## config.mk

```make
export PLATFORM = sky130hd
export DESIGN_NAME = prod_accumulator
export DESIGN_NICKNAME = d
export VERILOG_FILES = /design/src/rtl/prod_acc_pkg.sv /design/src/rtl/prod_accumulator_valid_pipe.sv /design/src/rtl/prod_accumulator.sv
export SDC_FILE = /design/constraint.sdc
export NUM_CORES = 1
export LEC_CHECK = 0
export BUFFER_PORTS_ARGS = -buffer_cell sky130_fd_sc_hd__buf_2
export CORE_UTILIZATION = 52
export DETAILED_ROUTE_END_ITERATION = 10
export PLACE_DENSITY = 0.77
export SYNTH_ARGS = -nofsm -noshare
export SYNTH_HDL_FRONTEND = slang
export SYNTH_SLANG_ARGS = --single-unit
```

## constraint.sdc

```tcl
create_clock -name clk -period 2.7 [get_ports clk]
set_input_delay 0.54 -clock clk [delete_from_list [all_inputs] [get_ports clk]]
set_output_delay 0.54 -clock clk [all_outputs]
set_load 0.03 [all_outputs]
```

## src/rtl/prod_acc_pkg.sv

```systemverilog
// Shared constants, state encoding and saturating add for the product accumulator.
package prod_acc_pkg;

    localparam int unsigned MUL_LAT = 4;
    localparam int unsigned PROD_W  = 8;
    localparam int unsigned SAT_W   = 32;

    typedef enum logic {
        ACC_EMPTY = 1'b0,
        ACC_RUN   = 1'b1
    } acc_state_e;

    typedef struct packed {
        logic signed [SAT_W-1:0] val;
        logic                    clamp;
    } sat_res_t;

    // Add two sign-extended operands one bit wider than SAT_W, then clamp to a signed acc_w range.
    function automatic sat_res_t sat_add(
        input logic signed [SAT_W-1:0] acc,
        input logic signed [SAT_W-1:0] sext_prod,
        input int unsigned             acc_w
    );
        logic signed [SAT_W:0] full;
        logic signed [SAT_W:0] hi;
        logic signed [SAT_W:0] lo;
        sat_res_t              res;
        full = (SAT_W+1)'(acc) + (SAT_W+1)'(sext_prod);
        hi   = ((SAT_W+1)'(1) << (acc_w - 1)) - (SAT_W+1)'(1);
        lo   = -hi - (SAT_W+1)'(1);
        res.val   = SAT_W'(full);
        res.clamp = 1'b0;
        if (full > hi) begin
            res.val   = SAT_W'(hi);
            res.clamp = 1'b1;
        end else if (full < lo) begin
            res.val   = SAT_W'(lo);
            res.clamp = 1'b1;
        end
        return res;
    endfunction

endpackage

```

## src/rtl/prod_accumulator_valid_pipe.sv

```systemverilog
// Valid delay line matched to the multiplier latency; reports the last tap and whether any bit is set.
module valid_pipe #(
    parameter int unsigned DEPTH = 4
) (
    input  logic clk,
    input  logic rst_n,
    input  logic clr,
    input  logic din,
    output logic tap,
    output logic any_set
);

    logic [DEPTH-1:0] sr;

    always_ff @(posedge clk or negedge rst_n) begin
        if (!rst_n) begin
            sr <= '0;
        end else if (clr) begin
            sr <= '0;
        end else begin
            sr <= DEPTH'({sr, din});
        end
    end

    assign tap     = sr[DEPTH-1];
    assign any_set = |sr;

endmodule

```

## src/rtl/prod_accumulator.sv

```systemverilog
// Sums groups of N_TERMS valid multiplier products into a saturated result on a valid/ready register.
module prod_accumulator #(
    parameter int unsigned PROD_W  = prod_acc_pkg::PROD_W,
    parameter int unsigned ACC_W   = 12,
    parameter int unsigned MUL_LAT = prod_acc_pkg::MUL_LAT,
    parameter int unsigned N_TERMS = 4
) (
    input  logic                     clk,
    input  logic                     rst_n,
    input  logic                     in_valid,
    input  logic signed [PROD_W-1:0] prod,
    input  logic                     clr,
    output logic signed [ACC_W-1:0]  sum,
    output logic                     sum_valid,
    input  logic                     sum_ready,
    output logic                     sum_sat,
    output logic                     overrun,
    output logic                     busy
);

    import prod_acc_pkg::*;

    localparam int unsigned CNT_W = (N_TERMS > 1) ? $clog2(N_TERMS) : 1;
    localparam logic [CNT_W-1:0] LAST = CNT_W'(N_TERMS - 1);

    logic                    pvalid;
    logic                    pipe_busy;
    logic [CNT_W-1:0]        cnt;
    logic signed [ACC_W-1:0] acc;
    logic                    grp_sat;

    acc_state_e              state_c;
    sat_res_t                add_c;
    logic signed [ACC_W-1:0] next_acc_c;
    logic                    next_sat_c;
    logic                    complete_c;
    logic                    unused_hi_c;

    valid_pipe #(
        .DEPTH (MUL_LAT)
    ) u_vpipe (
        .clk     (clk),
        .rst_n   (rst_n),
        .clr     (clr),
        .din     (in_valid),
        .tap     (pvalid),
        .any_set (pipe_busy)
    );

    // Next running value: first term of a group starts fresh, later terms saturate-add.
    always_comb begin
        state_c    = (cnt == '0) ? ACC_EMPTY : ACC_RUN;
        add_c      = sat_add(SAT_W'(acc), SAT_W'(prod), ACC_W);
        next_acc_c = ACC_W'(add_c.val);
        next_sat_c = grp_sat | add_c.clamp;
        if (state_c == ACC_EMPTY) begin
            next_acc_c = ACC_W'(prod);
            next_sat_c = 1'b0;
        end
        complete_c = pvalid && (cnt == LAST);
    end

    // Clamped values always fit ACC_W; the wider bits are sign copies.
    assign unused_hi_c = ^add_c.val[SAT_W-1:ACC_W];

    always_ff @(posedge clk or negedge rst_n) begin
        if (!rst_n) begin
            cnt       <= '0;
            acc       <= '0;
            grp_sat   <= 1'b0;
            sum       <= '0;
            sum_valid <= 1'b0;
            sum_sat   <= 1'b0;
            overrun   <= 1'b0;
        end else if (clr) begin
            cnt       <= '0;
            acc       <= '0;
            grp_sat   <= 1'b0;
            sum_valid <= 1'b0;
            sum_sat   <= 1'b0;
            overrun   <= 1'b0;
        end else if (complete_c) begin
            // Completion wins over a same-cycle transfer so sum_valid stays high.
            sum       <= next_acc_c;
            sum_sat   <= next_sat_c;
            sum_valid <= 1'b1;
            if (sum_valid && !sum_ready) begin
                overrun <= 1'b1;
            end
            cnt     <= '0;
            acc     <= '0;
            grp_sat <= 1'b0;
        end else begin
            if (pvalid) begin
                acc     <= next_acc_c;
                grp_sat <= next_sat_c;
                cnt     <= cnt + CNT_W'(1);
            end
            if (sum_valid && sum_ready) begin
                sum_valid <= 1'b0;
            end
        end
    end

    assign busy = pipe_busy || (cnt != '0);

endmodule

```

==> results.md <==
- Via count: ~2000
- Net switching share of the total power: 0.275
- Highest attainable clock frequency: approximately 380 MHz
- Number of pins exceeding their max-slew limit in the final report: 0
- Total gr overflow: 0
- Share of power burned in combinational logic: 0.174
- Width of the die: ~67 um
- Setup CP Type: reg2reg
- Cell breakdown of the critical path: ha_1 -> a211oi_2 -> nor3_1 -> o311a_1 -> or4_1 -> o41ai_2 -> buf_12 -> o21ai_0 -> a31o_2
- Number of port buffers: 28
- Post-detail-place hpwl: slightly below 4000 um
- Fillers: between 300 and 400
- Worst path top cell family by delay: compound AO/OA/AOI/OAI gates
- Standard cell with the maximum stage delay on the critical path: or4_1
- Slew at the pin closest to its max-slew limit: about 0.75 ns
- First-pass GRT wire length: 8180 um
- Most frequently used flop master after synthesis: dfrtp_1
- FF-to-FF path depth: 9
- Syn Inst Count: between 200 and 250
- Diode count: 0
- Type of element capturing the critical path: flip-flop
- CP peak stage delay: around 0.50 ns
- Synthesized Nets: around 270
- Overall die area: around 4500 um^2
- RSZ-0062 raised after global routing: yes
- Vias/cell: between 5 and 6
- Overall global routing resource usage: 0.248
- Top-level I/O count: 29
- Number of flops mapped to enable cells by yosys: 0
- Area growth from synthesis to layout: 21.9%
- Sw power: 0.306 mW
- Endpoint arrival time on the critical path: approximately 2.8 ns
- CP Launch Type: flip-flop
- Total wire length after detailed routing: 5090 um
- Setup WS pre-CTS: -0.262 ns
- Worst slew margin relative to its limit: 0.498
- Highest net fanout along the worst path: 20
- Number of setup buffers added after CTS: 0
- Finish-stage setup viols: 0
- CORE AREA: 4030 um^2
- Area taken by flip-flops and latches: ~850 um^2
- Clock network fraction of total power: 0.347
- CTS buffer count: 5
- Share of synthesized flip-flops with an asynchronous set or reset: 1.00
- Internal power consumption: between 0.8 and 0.9 mW
- # DRC: 0
- Leakage Power: around 1.3 nW
- Cts hold-fix bufs: 0
- Beginning of the worst register-to-register path: acc[1]$_DFFE_PN0P_
- Worst clock skew: around 0.0052 ns
- MaxCap Viol Count: 0
- Initial core utilization: 0.543
- Count of cell instances traversed by the critical path: 9
- Total Nets Final: approximately 320
- Via count of the first global-routing pass: 1760
- Number of hold violations in the final report: 0
- Clock transition at the register clock pins on the worst setup and hold paths after CTS: 0.07 ns
- Crit share post-route: 0.974
- Synthesized cell area: roughly 2200 um^2
- Maximum level of the CTS H-tree: 2
- Class of the worst hold path: in2async
- Number of sinks on the clock net: 34
- Final Wtd Congestion: 0.862
- CTS-repair resized insts: 0
- Run status: finished clean
- Worst skew pair latency: roughly 0.28 ns
- Final Worst Setup Slack: ~0.069 ns
- Number of warnings issued by yosys: 0
- Vertical die dimension: about 67 um
- Hold slack: 0.323 ns
- Wire length per cell: approximately 15 um
- CTS root buf: clkbuf_8
- Number of rows created at floorplan: 23
- ANT nets after route: 0
- Portion of the post-synthesis area used by sequential elements: 0.389
- First-iteration detailed-routing DRC count: between 100 and 150
- Clock tree from TritonCTS: done
- Post-synthesis register bit count: 34
- Multi-input logic area: roughly 1300 um^2
- Final Critical Period: approximately 2.6 ns
- Largest net degree at the start of global routing: 35
- Avg Cell Area, Syn: 9.18 um^2
- Most common cell after layout, fill and taps aside: dfrtp_1
- Register share of total power: 0.480
- Count of cell types in the netlist: 45
- Crit path buf inv count: 1
- Antenna violations before repair: 0
- Worst supply voltage drop on vdd: 0.317 mV
- Total power density per cell area: 418 nW/um^2
- Number of iterations in the first detailed-routing pass: 4
- Worst-case clock buffer depth: 2
- Required time at the endpoint of the critical path: ~2.9 ns
- CP startpoint: acc[1]$_DFFE_PN0P_
- Most frequent cells in the layout: dfrtp_1 (34), buf_2 (28), nor2_1 (27)
- Fraction of layout cells with a size suffix above 1: 0.253
==> registers in the layout (all words and copies together) (netlist names) <==
| register | flops |
|---|---|
| acc | 12 |
| cnt | 2 |
| grp_sat | 1 |
| overrun | 1 |
| sum | 12 |
| sum_sat | 1 |
| sum_valid | 1 |
| u_vpipe.sr | 4 |
==> layout make-up <==
cell class | instances | share of cell area
clock buffers | 6 | 0.0310
clock inverters | 2 | 0.00470
inverters | 9 | 0.0127
multi-input cells | 186 | 0.475
flip-flops and latches | 34 | 0.319
well taps | 50 | 0.0235
repair buffers | 55 | 0.133
==> cell usage after synthesis, types with 4 or more instances <==
master    count  area [um^2]
o21ai_0      11         55.1
nor3_1        4         20.0
inv_1         9         33.8
nor2b_1       4         25.0
a21oi_1      12         60.1
a22o_1        9         78.8
dfrtp_1      34          851
o221ai_1      4         35.0
nor2_1       27          101
ha_1         14          175
nand3_1       4         20.0
or3_1         5         31.3
o21a_1        6         45.0
nand2_1      17         63.8
o21ai_1       6         30.0
clkbuf_1      4         15.0
o211ai_1     11         82.6
xnor2_1       6         52.6
nand2b_1      8         50.1
or4_1         4         30.0
==> stage by stage <==
stage / instances / util / total power, mW / instance area (um^2) / TNS [ns]
final: 342 / 0.661 / 1.11 / 2660 / 0
after global routing: 342 / 0.661 / 1.16 / 2660 / -0.0621
after CTS: 342 / 0.658 / 1.12 / 2650 / 0
after detailed placement: 334 / 0.635 / 0.734 / 2560 / -3.06
after global placement: 334 / 0.635 / 0.733 / 2560 / -1.62
after floorplan: 238 / - / 0.657 / 2200 / 0
==> kinds of logic (layout without fill, tap and decap cells) <==
logic type | Yosys count | after routing | share of synthesized area
buffers and inverters | 18 | 72 | 0.0389
flip-flops | 34 | 34 | 0.389
AND/OR/NAND/NOR | 80 | 80 | 0.178
adder cells (fa/ha/maj) | 15 | 15 | 0.0893
multiplexers | 3 | 3 | 0.0143
XOR/XNOR | 9 | 9 | 0.0361
AO/OA/AOI/OAI | 79 | 79 | 0.254
==> per-layer routing <==
metal,vias to the layer above,GRT usage,share of wire
met5,-,0,0
met4,0,0.0798,0.014
met3,8,0.0411,0.062
met2,61,0.385,0.47
met1,939,0.350,0.46
li1,985,-,-
==> power groups by stage <==
stage / Clock [mW] / Combinational, mW / Sequential, mW
3_3_place_gp: 0 / 0.189 / 0.543
5_1_grt: 0.415 / 0.211 / 0.536
3_5_place_dp: 0 / 0.191 / 0.544
6_report: 0.386 / 0.193 / 0.534
4_1_cts: 0.396 / 0.192 / 0.534
2_1_floorplan: 0 / 0.0942 / 0.563
==> final timing paths <==
check / endpoint / slack (ns)
max: sum[0]$_DFFE_PN0P_ / 0.07
max in group asynchronous: sum[6]$_DFFE_PN0P_ / 1.89
min reg2reg: sum[4]$_DFFE_PN0P_ / 0.48
min in group clk: sum[4]$_DFFE_PN0P_ / 0.48
max reg2reg: sum[0]$_DFFE_PN0P_ / 0.07
min: sum[10]$_DFFE_PN0P_ / 0.32
No activity file was read; power rests on OpenSTA's default activity.
